--- src/rtl/bram_fifo_ctrl.sv ---
`default_nettype none
// ----------------------------------------------------------------------------
// bram_fifo_ctrl : FIFO controller over a 1-cycle-read dual-port BRAM with a
//                  2-entry first-word-fall-through output buffer.
// Option macro   : BRAM_FIFO_BYPASS_EN (empty-FIFO words skip the BRAM)
// Revision       : 1.0
// ----------------------------------------------------------------------------
module bram_fifo_ctrl #(
  parameter int DATA_WIDTH = 36,
  parameter int ADDR_WIDTH = 9,
  parameter int DEPTH      = 1 << ADDR_WIDTH
) (
  input  logic                  clk,
  input  logic                  rst_n,
  input  logic                  enq_valid,
  output logic                  enq_ready,
  input  logic [DATA_WIDTH-1:0] enq_data,
  output logic                  deq_valid,
  input  logic                  deq_ready,
  output logic [DATA_WIDTH-1:0] deq_data,
  output logic                  wea,
  output logic [ADDR_WIDTH-1:0] wr_addra,
  output logic [DATA_WIDTH-1:0] dia,
  output logic                  reb,
  output logic [ADDR_WIDTH-1:0] rd_addrb,
  input  logic [DATA_WIDTH-1:0] dob,
  output logic [ADDR_WIDTH+1:0] count
);

  localparam logic [ADDR_WIDTH:0]   c_depth     = (ADDR_WIDTH+1)'(DEPTH);
  localparam logic [ADDR_WIDTH-1:0] c_last_addr = ADDR_WIDTH'(DEPTH - 1);

  logic [ADDR_WIDTH-1:0] r_wp;
  logic [ADDR_WIDTH-1:0] r_rp;
  logic [ADDR_WIDTH:0]   r_mcnt;
  logic                  r_infl;
  logic [1:0]            r_ocnt;
  logic [DATA_WIDTH-1:0] r_ob0;
  logic [DATA_WIDTH-1:0] r_ob1;
  logic [ADDR_WIDTH+1:0] r_count;

  logic                  w_enq_fire;
  logic                  w_deq_fire;
  logic                  w_bypass;
  logic [2:0]            w_slots;
  logic [1:0]            w_ob_tail;
  logic                  w_ob_wr;
  logic [DATA_WIDTH-1:0] w_ob_word;
  logic [ADDR_WIDTH:0]   w_mcnt_nxt;
  logic [1:0]            w_ocnt_nxt;
  logic [ADDR_WIDTH+1:0] w_count_nxt;

  function automatic logic [ADDR_WIDTH-1:0] f_ptr_inc(input logic [ADDR_WIDTH-1:0] p);
    return (p == c_last_addr) ? '0 : p + 1'b1;
  endfunction

  assign enq_ready = (r_mcnt != c_depth);
  assign deq_valid = (r_ocnt != 2'd0);
  assign deq_data  = r_ob0;
  assign wr_addra  = r_wp;
  assign rd_addrb  = r_rp;
  assign dia       = enq_data;
  assign count     = r_count;

  always_comb begin
    w_enq_fire = enq_valid & enq_ready;
    w_deq_fire = deq_valid & deq_ready;
    // Output-buffer occupancy one cycle ahead, counting the read in flight;
    // depending on deq_fire here is what sustains one word per cycle.
    w_slots    = {1'b0, r_ocnt} + {2'b00, r_infl} - {2'b00, w_deq_fire};
    reb        = (r_mcnt != '0) && (w_slots < 3'd2);
    w_ob_tail  = r_ocnt - {1'b0, w_deq_fire};
`ifdef BRAM_FIFO_BYPASS_EN
    w_bypass   = w_enq_fire && (r_mcnt == '0) && !r_infl && (w_ob_tail < 2'd2);
`else
    w_bypass   = 1'b0;
`endif
    wea        = w_enq_fire & ~w_bypass;
    w_ob_wr    = r_infl | w_bypass;
    w_ob_word  = r_infl ? dob : enq_data;
    w_mcnt_nxt = r_mcnt + {{ADDR_WIDTH{1'b0}}, wea} - {{ADDR_WIDTH{1'b0}}, reb};
    w_ocnt_nxt = w_ob_tail + {1'b0, w_ob_wr};
    w_count_nxt = (ADDR_WIDTH+2)'(w_mcnt_nxt) + (ADDR_WIDTH+2)'(reb)
                + (ADDR_WIDTH+2)'(w_ocnt_nxt);
  end

  always_ff @(posedge clk or negedge rst_n) begin
    if (!rst_n) begin
      r_wp    <= '0;
      r_rp    <= '0;
      r_mcnt  <= '0;
      r_infl  <= 1'b0;
      r_ocnt  <= 2'd0;
      r_ob0   <= '0;
      r_ob1   <= '0;
      r_count <= '0;
    end else begin
      if (wea) r_wp <= f_ptr_inc(r_wp);
      if (reb) r_rp <= f_ptr_inc(r_rp);
      r_mcnt  <= w_mcnt_nxt;
      r_infl  <= reb;
      r_ocnt  <= w_ocnt_nxt;
      r_count <= w_count_nxt;
      // Pop shifts the second entry forward; an empty pop leaves the head as-is.
      if (w_deq_fire && (r_ocnt == 2'd2)) r_ob0 <= r_ob1;
      if (w_ob_wr) begin
        if (w_ob_tail == 2'd0) r_ob0 <= w_ob_word;
        else                   r_ob1 <= w_ob_word;
      end
    end
  end

  a_no_read_empty : assert property (@(posedge clk) disable iff (!rst_n)
    reb |-> (r_mcnt != '0));
  a_no_write_full : assert property (@(posedge clk) disable iff (!rst_n)
    wea |-> (r_mcnt != c_depth));
  a_no_collision  : assert property (@(posedge clk) disable iff (!rst_n)
    (wea && reb) |-> (wr_addra != rd_addrb));
  a_ocnt_range    : assert property (@(posedge clk) disable iff (!rst_n)
    r_ocnt <= 2'd2);

endmodule
`default_nettype wire

--- config.mk ---
export PLATFORM = sky130hd
export DESIGN_NAME = bram_fifo_ctrl
export DESIGN_NICKNAME = d
export VERILOG_FILES = /design/src/rtl/bram_fifo_ctrl.sv
export SDC_FILE = /design/constraint.sdc
export NUM_CORES = 1
export LEC_CHECK = 0
export BUFFER_PORTS_ARGS = -buffer_cell sky130_fd_sc_hd__buf_2
export CAP_MARGIN = 20
export CORE_UTILIZATION = 50
export CTS_CLUSTER_SIZE = 16
export DETAILED_ROUTE_END_ITERATION = 12
export GPL_ROUTABILITY_DRIVEN = 0
export HOLD_SLACK_MARGIN = 0.06
export PLACE_DENSITY = 0.79
export SYNTH_ARGS = -nofsm -noshare
export SYNTH_HDL_FRONTEND = slang
export SYNTH_SLANG_ARGS = --single-unit
--- constraint.sdc ---
create_clock -name clk -period 8.85 [get_ports clk]
set_clock_uncertainty 0.05 [all_clocks]
set_input_delay 2.655 -clock clk [delete_from_list [all_inputs] [get_ports clk]]
set_output_delay 2.655 -clock clk [all_outputs]
set_load 0.01 [all_outputs]
==> reports/results.txt, run 1 <==
The run finished with clean final reports. The count of cell types in the netlist was 53; the top fanout value on the critical path was 13. The critical path data required time is 6150 ps, and the share of total power in combinational logic is 48.0%. The total cell area at the placement stage was 6150 um2; the part of the total power dissipated in the clock network was 22.7%. During placement, the flow inserted port buffers numbering 108. In the global route stage, met1 resource usage came out at 25.4%. The count of nets left with antenna violations once routing finished came out at 0. The kind of end point of the critical path was an output port.

The tools report the proportion of power drawn by flip-flops and latches as 29.4%. The clock passes through at most 2 buffers. For this run, design rule violations remaining after detail routing come to 0. The core box area was 11000 um2. The internal portion of the total power is 1960 uW. The share of cell area taken by muxes after synthesis was 13.8%; the initial core utilization was 52.1%. Final-report hold violation count: 0. In this run the horizontal extent of the chip is 109 um. The synthesis-to-layout area growth was 18.7%; the deepest level of the CTS H-tree was 4. In the global route stage, met3 resource usage came out at 8.13%. The class of the tightest hold or removal check is flip-flop to flip-flop. The number of warning messages in the yosys log came out at 0. In this run, synthesis produced a sequential element count of 114.

In this run, synthesis inferred 0 flip-flops with an integrated enable. For the overall via count from detail_route, the log shows 4160. For this run, global-route usage on met2 was measured as 36.0%. In this run the core area contains 38 standard-cell rows. The tree is rooted in a clkbuf_16. The run gives 181 as the boundary pin count. After synthesis, the largest family of logic cells by area is multiplexers.

Final hold analysis gives a worst-case slack of 442 ps. The logs give 4258 for the number of global-route vias before repair and 0 for the total setup buffers inserted after CTS. The critical path is of the input port to output port type. Of the total synthesized cell area, the portion taken by AND, OR, NAND and NOR gates is 10.0%.

STA classifies the critical path startpoint as an input port. After Yosys synthesis, XOR and XNOR cells account for 2.14% of the synthesized area. The synthesized netlist cell count was 529; the count of hold buffers inserted by post-cts repair was 0. After global routing, the most crowded layer is met2. In the post-synthesis netlist, the biggest area contributors are dfrtp_1 (50%), mux2i_1 (6.3%), o21ai_0 (5.5%). The power density over cell area was 473 nW/um2. The analysis attributes to cell leakage a power of 0.00344 uW.

The layout cell share with drive strength beyond 1 was 29.0%; the total of max-cap violations was 0. Counting the fill cells in the layout gives 865. Once detailed placement completed, the half-perimeter wirelength came to 8.16 mm. The primary flip-flop cell chosen by synthesis mapping is dfrtp_1. The logs give 0 for the setup violation total in the final timing report and 400 ps for the clock latency on the worst-skew pair. In the synthesized netlist the async set-or-reset flop fraction comes to 100%. Across every metal layer, demand over resource in global routing totals 21.7%. The synthesized netlist devotes 10.2% of its cell area to compound gates. 0 antenna diodes ended up in the layout. Across the VDD grid, the largest voltage drop is 420 uV. The synthesized design spends more area on one cell type than any other, namely dfrtp_1. The die boundary height was 109 um. TritonCTS built the clock tree. Of the total synthesized cell area, the portion taken by full adders, half adders and majority gates is 6.21%. For this block, the routed nets add up to 11.9 mm of wire. Setup repair after global routing left no endpoint under its margin. The number of cells upsized or downsized after cts is 0, and the violation count after the first detailed-route iteration is 194.

The finished cells cover 6790 um2. The run gives 19.7 mm as the first-pass GRT wire length. The die covers 11900 um2.

Clock-pin slew was measured on the worst setup and hold paths at 50 ps. For this run the aggregate overflow at the end of global routing stands at 0. The tools report the number of sinks driven by the clock tree as 114. When the netlist entered floorplanning its net count stood at 631. Post-synthesis sequential area ratio: 49.9%. The worst-margin pin slew came out at 718 ps.

The most frequent cell after synthesis was dfrtp_1. The final period demand of the worst path was 7320 ps. The relative slew slack is 52.1%, and the detail-routed via count per cell is 5.49. The data arrival time of the critical path was 4610 ps; the share of the clock period used by the worst path was 82.7%. By count the netlist is led by dfrtp_1 (114), o21ai_0 (63), nand2_1 (61), buf_4 (36), mux2i_1 (36).

The net switching power of the design came out at 1250 uW. Counting the buffers created by CTS gives 17. Averaged over all synthesized cells, the footprint is 10.8 um2.

The final setup TNS was 0 ps. For the max-slew violation count, the log shows 0. The maximum clock rate came out at 137 MHz. The switching part of the total is 39.0%, and the routed length per instance is 15.7 um.

The first detailed-routing pass ran for 5 iterations. Summing every instance area after synthesis gives 5720 um2. The number of antenna violations at the first check in global routing was 0; the proportion of netlist area held by the largest area contributor was 49.9%. In the final design database the tool counted 707 nets. Entering global routing, the biggest net connects 73 pins.
## cells by family (layout without fill, tap and decap cells)
logic type                 Yosys count  in the layout
adders and majority gates           26             26
DFF                                114            114
and+or+nand+nor                    119            119
buffers and inverters               82            171
muxes                               74             74
xor gates and xnor gates            14             14
AOI/OAI and AO/OA                  100            100
## through the flow
step | total power (uW) | cells | worst slack (ps) | util, %
2_1_floorplan | 2030 | 529 | 1220 | -
3_3_place_gp | 2380 | 726 | 1620 | 56.0
3_5_place_dp | 2460 | 726 | 1560 | 56.0
4_1_cts | 3230 | 758 | 1550 | 61.8
5_1_grt | 3450 | 758 | 1390 | 61.8
6_report | 3210 | 758 | 1530 | 61.8
## power groups by stage
stage               combinational, uW  sequential [uW]  clock [uW]
finish                           1540              943         727
global route                     1720              972         764
global placement                 1460              929           0
floorplan                        1050              981           0
CTS                              1550              943         739
detailed placement               1510              949           0
## state kept, by name, indices dropped and copies added (netlist names)
| register | count |
|---|---|
| r_ocnt | 2 |
| r_mcnt | 10 |
| r_ob1 | 36 |
| count | 11 |
| r_infl | 1 |
| wr_addra | 9 |
| rd_addrb | 9 |
| deq_data | 36 |
## path summary, 6_finish.rpt
kind / from / cells past startpoint / end / slack [ps]
max reg2reg: r_ocnt[1] / 19 / count[9] / 3920
max: deq_ready / 9 / reb / 1530
min: r_ob1[21] / 1 / r_ob1[21] / 440
max in group asynchronous: rst_n / 2 / deq_data[3] / 5310
min reg2reg: r_ob1[21] / 1 / r_ob1[21] / 440
min in group asynchronous: rst_n / 1 / deq_data[16] / 2250
## critical path, cell delays in order
cell	delay (ps)
buf_2	120
o21ai_1	360
nand2_1	130
fa_1	390
xnor2_1	140
nand2_1	60
a41o_1	350
inv_1	230
buf_2	170
## layout make-up
cell class	count	area (um2)	area share, %
inverters	27	101	1.49
clock buffers	23	488	7.19
multi-input cells	333	2450	36.0
well taps	140	175	2.58
clock inverters	9	151	2.23
flip-flops and latches	114	2850	42.0
repair buffers	112	573	8.44
## cells in the final DEF (no fill, tap or decap), drive strengths merged, types with 2 or more instances in the layout
master,Yosys,final
dfrtp,114,114
buf,38,112
o21ai,69,69
nand2,61,61
mux2,38,38
mux2i,36,36
inv,27,27
clkbuf,17,23
ha,22,22
nor2,18,18
and3,9,9
xnor2,8,8
a21oi,6,6
nand2b,6,6
xor2,6,6
a31oi,4,4
fa,4,4
bufinv,0,4
clkinv,0,4
nand4,3,3
nor2b,3,3
o31ai,3,3
nor3b,3,3
nand3,3,3
a311oi,2,2
o21bai,2,2
or2,2,2
nor3,2,2
## metal layers
metal | up-vias | wire [um]
met2 | 148 | 5960
li1 | 1937 | -
met4 | 0 | 146
met3 | 20 | 803
met5 | - | 0
met1 | 2055 | 4960
No activity file was read; power rests on OpenSTA's default activity.
==> run 2: changes to the inputs <==
==> constraint.sdc (replaced) <==
create_clock -name clk -period 7.39 [get_ports clk]
set_clock_uncertainty 0.05 [all_clocks]
set_input_delay 2.217 -clock clk [delete_from_list [all_inputs] [get_ports clk]]
set_output_delay 2.217 -clock clk [all_outputs]
set_load 0.01 [all_outputs]
==> run 2 against run 1 <==
Wire length shrank 0.47%. Worst setup slack worse by 630 ps. Largest power group unchanged. Critical endpoint unchanged. Global-route usage decreased by 0.076 points.
==> reports/results.txt, run 2 (synthesis results as in run 1) <==
The startpoint identified for the worst register-to-register timing path is r_ocnt[1]. The run gives 871 (+0.69%) as the total of fill cells in the finished design. For the number of antenna violations at the first check in global routing, the log shows 0 (unchanged).

The routed length per instance was 15.6 um (-0.34%); the number of inserted diodes was 0 (unchanged). The multi-input gate area in the final layout is 2450 um2 (unchanged), and the relative slew slack is 45.8% (-6.4 points). For the final setup TNS, the log shows 0 ps (unchanged). The post-CTS clock slew at the launch and capture registers of the worst setup and hold paths is 50 ps (about the same), and the max-slew violation count is 0 (unchanged). The critical path is of the input port to output port type.

The launching element of the worst setup path is deq_ready. The tools report the post-route DRC violation count as 0 (unchanged). The worst reg-to-reg path cell count was 21 (+2). Kind of end point of the critical path: an output port.

Boundary pin count: 181 (unchanged). TritonCTS built the clock tree. The overall routed net length was 11.8 mm (-0.47%). The library cell used most frequently in the layout, excluding fill and tap cells, is dfrtp_1. Clock latency on the worst-skew pair: 410 ps (about the same). The most critical setup path has its endpoint at reb. The logic depth of the worst path, buffers included was 9 (unchanged). The number of sinks driven by the clock tree was 114 (unchanged); the worst path buffer plus inverter count was 3 (unchanged). The maximum buffer depth of the clock tree was 2 (unchanged). The tools report the number of global-route vias before repair as 4063 (-4.6%).

The core box area came out at 11000 um2 (unchanged). The run finished with clean final reports. Deepest level of the CTS H-tree: 4 (unchanged). The die area was 11900 um2 (unchanged); the port buffer count was 108 (unchanged).

The static power due to leakage came out at 0.00341 uW (-0.84%). CTS buffer count: 17 (unchanged). For the flop-to-flop setup slack, the log shows 2480 ps (-1440 ps). Final design utilization: 61.2% (-0.59 points). The final-report hold violation count was 0 (unchanged). Count of standard-cell rows: 38 (unchanged).

The die boundary width is 109 um (unchanged), and the number of nets in the layout is 707 (unchanged). The maximum vdd drop came out at 440 uV (+4.8%). The power density over cell area is 558 nW/um2 (+18%), and the share of the clock period used by the worst path is 87.8%.

Final-layout worst hold slack: 443 ps (+0.123 ps). The run gives 2850 um2 (unchanged) as the area taken by flip-flops and latches. The tools report the nature of the critical path startpoint as an input port.

On the critical path the largest part of the delay comes from compound AO/OA/AOI/OAI gates. For the count of hold buffers inserted by post-cts repair, the log shows 0 (unchanged). The total power of the final layout was 3750 uW (+17%); the top fanout value on the critical path was 13 (unchanged). The final period demand of the worst path was 6490 ps; the detail-routed via count per cell was 5.41 (-1.4%). For the first-pass GRT wire length, the log shows 19.5 mm (-1.1%).

The startpoint identified for the worst hold timing path is r_ob1[20]. The run gives 4220 ps (-390 ps) as the data arrival time of the critical path. Master cell of the clock root buffer: clkbuf_16. The overall via count from detail_route was 4096 (-1.5%); the synthesis-to-layout area growth was 17.5%.

The logs give 52.1% (unchanged) for the initial core utilization and 643 ps (-920 ps) for the pre-CTS setup slack. Die boundary height: 109 um (unchanged). The run gives 0 (unchanged) as the leftover overflow at the end of global routing. The total setup buffers inserted after CTS came out at 0 (unchanged). The run gives 21.6% (-0.076 points) as the global-route total usage across every layer.

For the violation count after the first detailed-route iteration, the log shows 237 (+22%). The maximum cell stage delay along the critical path came out at 400 ps (about the same). The total of max-cap violations is 0 (unchanged), and the setup violation total in the final timing report is 0 (unchanged).

Among all stages on the critical path, the largest delay is contributed by o21ai_1. In the layout the commonest cells are dfrtp_1 (114), buf_2 (107), o21ai_0 (63). The tools report the pin count of the biggest net entering global routing as 73 (unchanged). The worst-margin pin slew came out at 814 ps (+95.3 ps). The layout cell share with drive strength beyond 1 works out to 28.4% (-0.60 points).

Setup repair after global routing left no endpoint under its margin. The worst register-to-register path ends at count[7]. The tools report the post-detailed-placement half-perimeter wirelength as 7.99 mm (-2.1%). The number of iterations in the first detailed-routing pass was 5 (unchanged). Number of cells upsized or downsized after cts: 0 (unchanged). The run gives 5120 ps (-1030 ps) as the critical path data required time. The class of the tightest hold or removal check is flip-flop to flip-flop. Traced cell by cell, the critical path runs through buf_2 -> o21ai_1 -> nand2_1 -> fa_1 -> xnor2_1 -> nand2_1 -> a41o_1 -> inv_1 -> buf_2. The post-route worst setup slack was 900 ps (-633 ps); the post-detailed-route count of antenna-violating nets was 0 (unchanged). For this run, the top clock speed supported by timing is 154 MHz.
==> run 2: cell types whose count changed in the layout (fill, tap and decap cells not counted), sizes merged <==
cell      change
clkbuf        +3
clkinv        -1
clkinvlp      -1
bufinv        -2
==> run 2: per-layer routing <==
metal	track usage (%)	routed length (um)
met1	27.6	5110
met2	33.8	5770
met3	6.69	745
met4	9.36	200
met5	0	0
==> run 2: through the flow <==
step / std cells / area [um2]
global placement: 726 / 6150
CTS: 757 / 6720
detailed placement: 726 / 6150
finish: 757 / 6720
global route: 757 / 6720
floorplan: 529 / 5720
==> run 2: worst min-delay path by stage <==
stage,to,cells past startpoint
CTS,r_ob1[26],1
finish,r_ob1[20],1
floorplan,r_ob1[10],1
global route,r_ob1[20],1
global placement,r_ob1[17],1
detailed placement,r_ob1[22],1
==> run 2: where the power goes <==
part | total [uW] | internal [uW] | switching [uW]
registers | 1130 | 956 | 169
clock network | 788 | 527 | 261
logic | 1840 | 790 | 1050
total | 3750 | 2270 | 1480
==> run 2: cell type report <==
type | instances | area share (%)
tap | 140 | 2.61
sequential | 114 | 42.4
inverter | 27 | 1.51
clock inverter | 5 | 1.12
timing repair buffer | 112 | 8.52
multi-input combinational | 333 | 36.4
clock buffer | 26 | 7.42
==> run 3: changes to the inputs <==
==> constraint.sdc (replaced) <==
create_clock -name clk -period 7.39 [get_ports clk]
set_clock_uncertainty 0.05 [all_clocks]
set_input_delay 1.1085 -clock clk [delete_from_list [all_inputs] [get_ports clk]]
set_output_delay 1.1085 -clock clk [all_outputs]
set_load 0.01 [all_outputs]
==> run 3 against run 2 <==
Die area unchanged. Cell count did not move. Via count grew 0.37%. Critical path type is now input port to flip-flop.
==> reports/results.txt, run 3 (synthesis results as in run 1) <==
The run finished with clean final reports. The library cell used most frequently in the layout, excluding fill and tap cells, is dfrtp_1. The maximum vdd drop is 394 uV (-10%). For the overall routed net length, the log shows 11.8 mm (-0.45%). The worst reg-to-reg path cell count was 21 (unchanged). For the setup violation total in the final timing report, the log shows 0 (unchanged). The highest metal layer with signal wires was met4. The path with the worst hold slack has its endpoint at r_ob1[27]. The number of cells upsized or downsized after cts was 0 (unchanged); the deepest level of the CTS H-tree was 4 (unchanged).

The area taken by flip-flops and latches came out at 2850 um2 (unchanged). Number of antenna violations at the first check in global routing: 0 (unchanged). For the number of global-route vias before repair, the log shows 4060 (-0.074%). Relative slew slack: 46.9% (+1.1 points).

The worst setup path is captured at a flip-flop. The count of hold buffers inserted by post-cts repair is 0 (unchanged), and the count of standard-cell rows is 38 (unchanged). The part of the total power dissipated in the clock network is 20.7% (-0.3 points), and the total setup buffers inserted after CTS is 0 (unchanged). The flop-to-flop setup slack is 2050 ps (-430 ps), and the total power of the final layout is 3730 uW (-0.68%). The leftover overflow at the end of global routing is 0 (unchanged). The cell area after layout is 6710 um2 (-0.26%).

For the routed metal-1 wirelength, the log shows 5.02 mm (-1.6%). The root buffer cell chosen for the clock tree is clkbuf_16. The detail-routed via count per cell is 5.43 (+0.37%), and the multi-input gate area in the final layout is 2450 um2 (unchanged). The top fanout value on the critical path came out at 30 (+17).

The run gives 6150 um2 (unchanged) as the total cell area at the placement stage. The number of inserted diodes was 0 (unchanged). The start point of the worst hold path is r_ob1[27].

Proportion of power drawn by flip-flops and latches: 30.3% (+0.3 points). The post-CTS clock slew at the launch and capture registers of the worst setup and hold paths came out at 50 ps (about the same). The worst setup path is of the input port to flip-flop kind. The wire length on met3 was 748 um (+0.40%). Die area: 11900 um2 (unchanged). Setup repair after global routing left no endpoint under its margin.

Final-layout worst hold slack: 439 ps (-3.94 ps). The top cell types in the final layout, fill and taps aside, are dfrtp_1 (114), buf_2 (107), o21ai_0 (63). The post-detailed-route count of antenna-violating nets is 0 (unchanged). Routed length per instance: 15.5 um (-0.45%). The final setup TNS is 0 ps (unchanged).

Port buffer count: 108 (unchanged). The logs give 17 (unchanged) for the CTS buffer count and 49.0% (about the same) for the share of total power in combinational logic. For the critical path data required time, the log shows 7660 ps (+2540 ps). The final-report hold violation count is 0 (unchanged), and the static power due to leakage is 0.00339 uW (-0.46%).

The worst hold path belongs to the class flip-flop to flip-flop. The power density over cell area came out at 556 nW/um2 (-0.42%). The pre-CTS setup slack is 1290 ps (+643 ps). The first-pass GRT wire length is 19.2 mm (-1.9%). The post-route DRC violation count is 0 (unchanged), and the number of iterations in the first detailed-routing pass is 4 (-1). The endpoint identified for the worst register-to-register timing path is count[9]. The layout cell share with drive strength beyond 1 came out at 28.0% (-0.32 points). The post-detailed-placement half-perimeter wirelength was 8.14 mm (+1.9%); the overall via count from detail_route was 4111 (+0.37%). The worst register-to-register path begins at r_ocnt[1]. The initial core utilization came out at 52.1% (unchanged). The number of nets in the layout is 707 (unchanged). For the maximum clock rate, the log shows 176 MHz (+14%).

For the net switching power of the design, the log shows 1470 uW (-0.57%). The max-slew violation count is 0 (unchanged), and the worst-margin pin slew is 797 ps (-16.6 ps). The tools report the internal power as 2260 uW (-0.75%). The nature of the critical path startpoint was an input port. Violation count after the first detailed-route iteration: 169 (-29%).

The die boundary width is 109 um (unchanged), and the total of max-cap violations is 0 (unchanged). The total of fill cells in the finished design was 888 (+2.0%); the number of sinks driven by the clock tree was 114 (unchanged). TritonCTS built the clock tree. The core box area is 11000 um2 (unchanged). The switching part of the total is 39.5% (+0.044 points), and the global-route total usage across every layer is 21.3% (-0.27 points).

The run gives 181 (unchanged) as the boundary pin count. The pin count of the biggest net entering global routing is 73 (unchanged), and the final period demand of the worst path is 5680 ps (-807 ps). The maximum buffer depth of the clock tree is 2 (unchanged), and the die boundary height is 109 um (unchanged). The logs give 1710 ps (+807 ps) for the post-route worst setup slack and 5960 ps (+1740 ps) for the data arrival time of the critical path. The number of cells traversed by the worst hold path was 1 (unchanged); the met2 wire length was 5.77 mm (+0.14%). The share of the clock period used by the worst path works out to 76.9% (-11 points). The clock latency on the worst-skew pair came out at 410 ps (about the same). The area growth from synthesis to layout is 17.2%.
==> run 3: layout make-up <==
cell class              count  share of cell area, %
repair buffers            112                   8.54
multi-input cells         333                   36.5
clock inverters             5                   1.16
clock buffers              26                   7.15
inverters                  27                   1.51
well taps                 140                   2.61
flip-flops and latches    114                   42.5
==> run 3: power by group through the flow <==
stage,clock (uW),sequential (uW),combinational [uW]
detailed placement,0,1140,1810
global placement,0,1120,1750
floorplan,0,1170,1260
global route,816,1170,2030
finish,771,1130,1830
CTS,786,1130,1840
==> run 3: through the flow <==
step                      util, %  cells
after floorplan                 -    529
after global placement       56.0    726
after detailed placement     56.0    726
after CTS                    61.1    757
after global routing         61.1    757
final                        61.1    757
==> run 3: worst max-delay path: stages <==
cell and delay (ps):
buf_2 130, nand3_2 240, buf_4 520, inv_1 140, fa_1 440, xnor2_1 140, nand2_1 70, a41o_1 310
inv_1 190, ha_1 320, inv_1 60, ha_1 190, inv_1 70, fa_1 480, inv_1 80, ha_1 280
a21oi_1 50, nor2b_1 240, inv_1 80, a2111oi_2 400, and4bb_1 280, xnor2_1 120
==> run 3: worst max path at each step <==
stage,end,start,slack (ps)
detailed placement,count[9],deq_ready,1290
CTS,count[9],deq_ready,1690
global route,count[9],deq_ready,1370
global placement,count[9],deq_ready,1500
floorplan,count[9],deq_ready,1590
finish,count[9],deq_ready,1710
==> run 3: layer usage <==
| metal | vias to the layer above | track usage [%] |
|---|---|---|
| li1 | 1942 | - |
| met1 | 2012 | 25.8 |
| met2 | 133 | 34.2 |
| met3 | 24 | 7.77 |
| met4 | 0 | 9.27 |
| met5 | - | 0 |
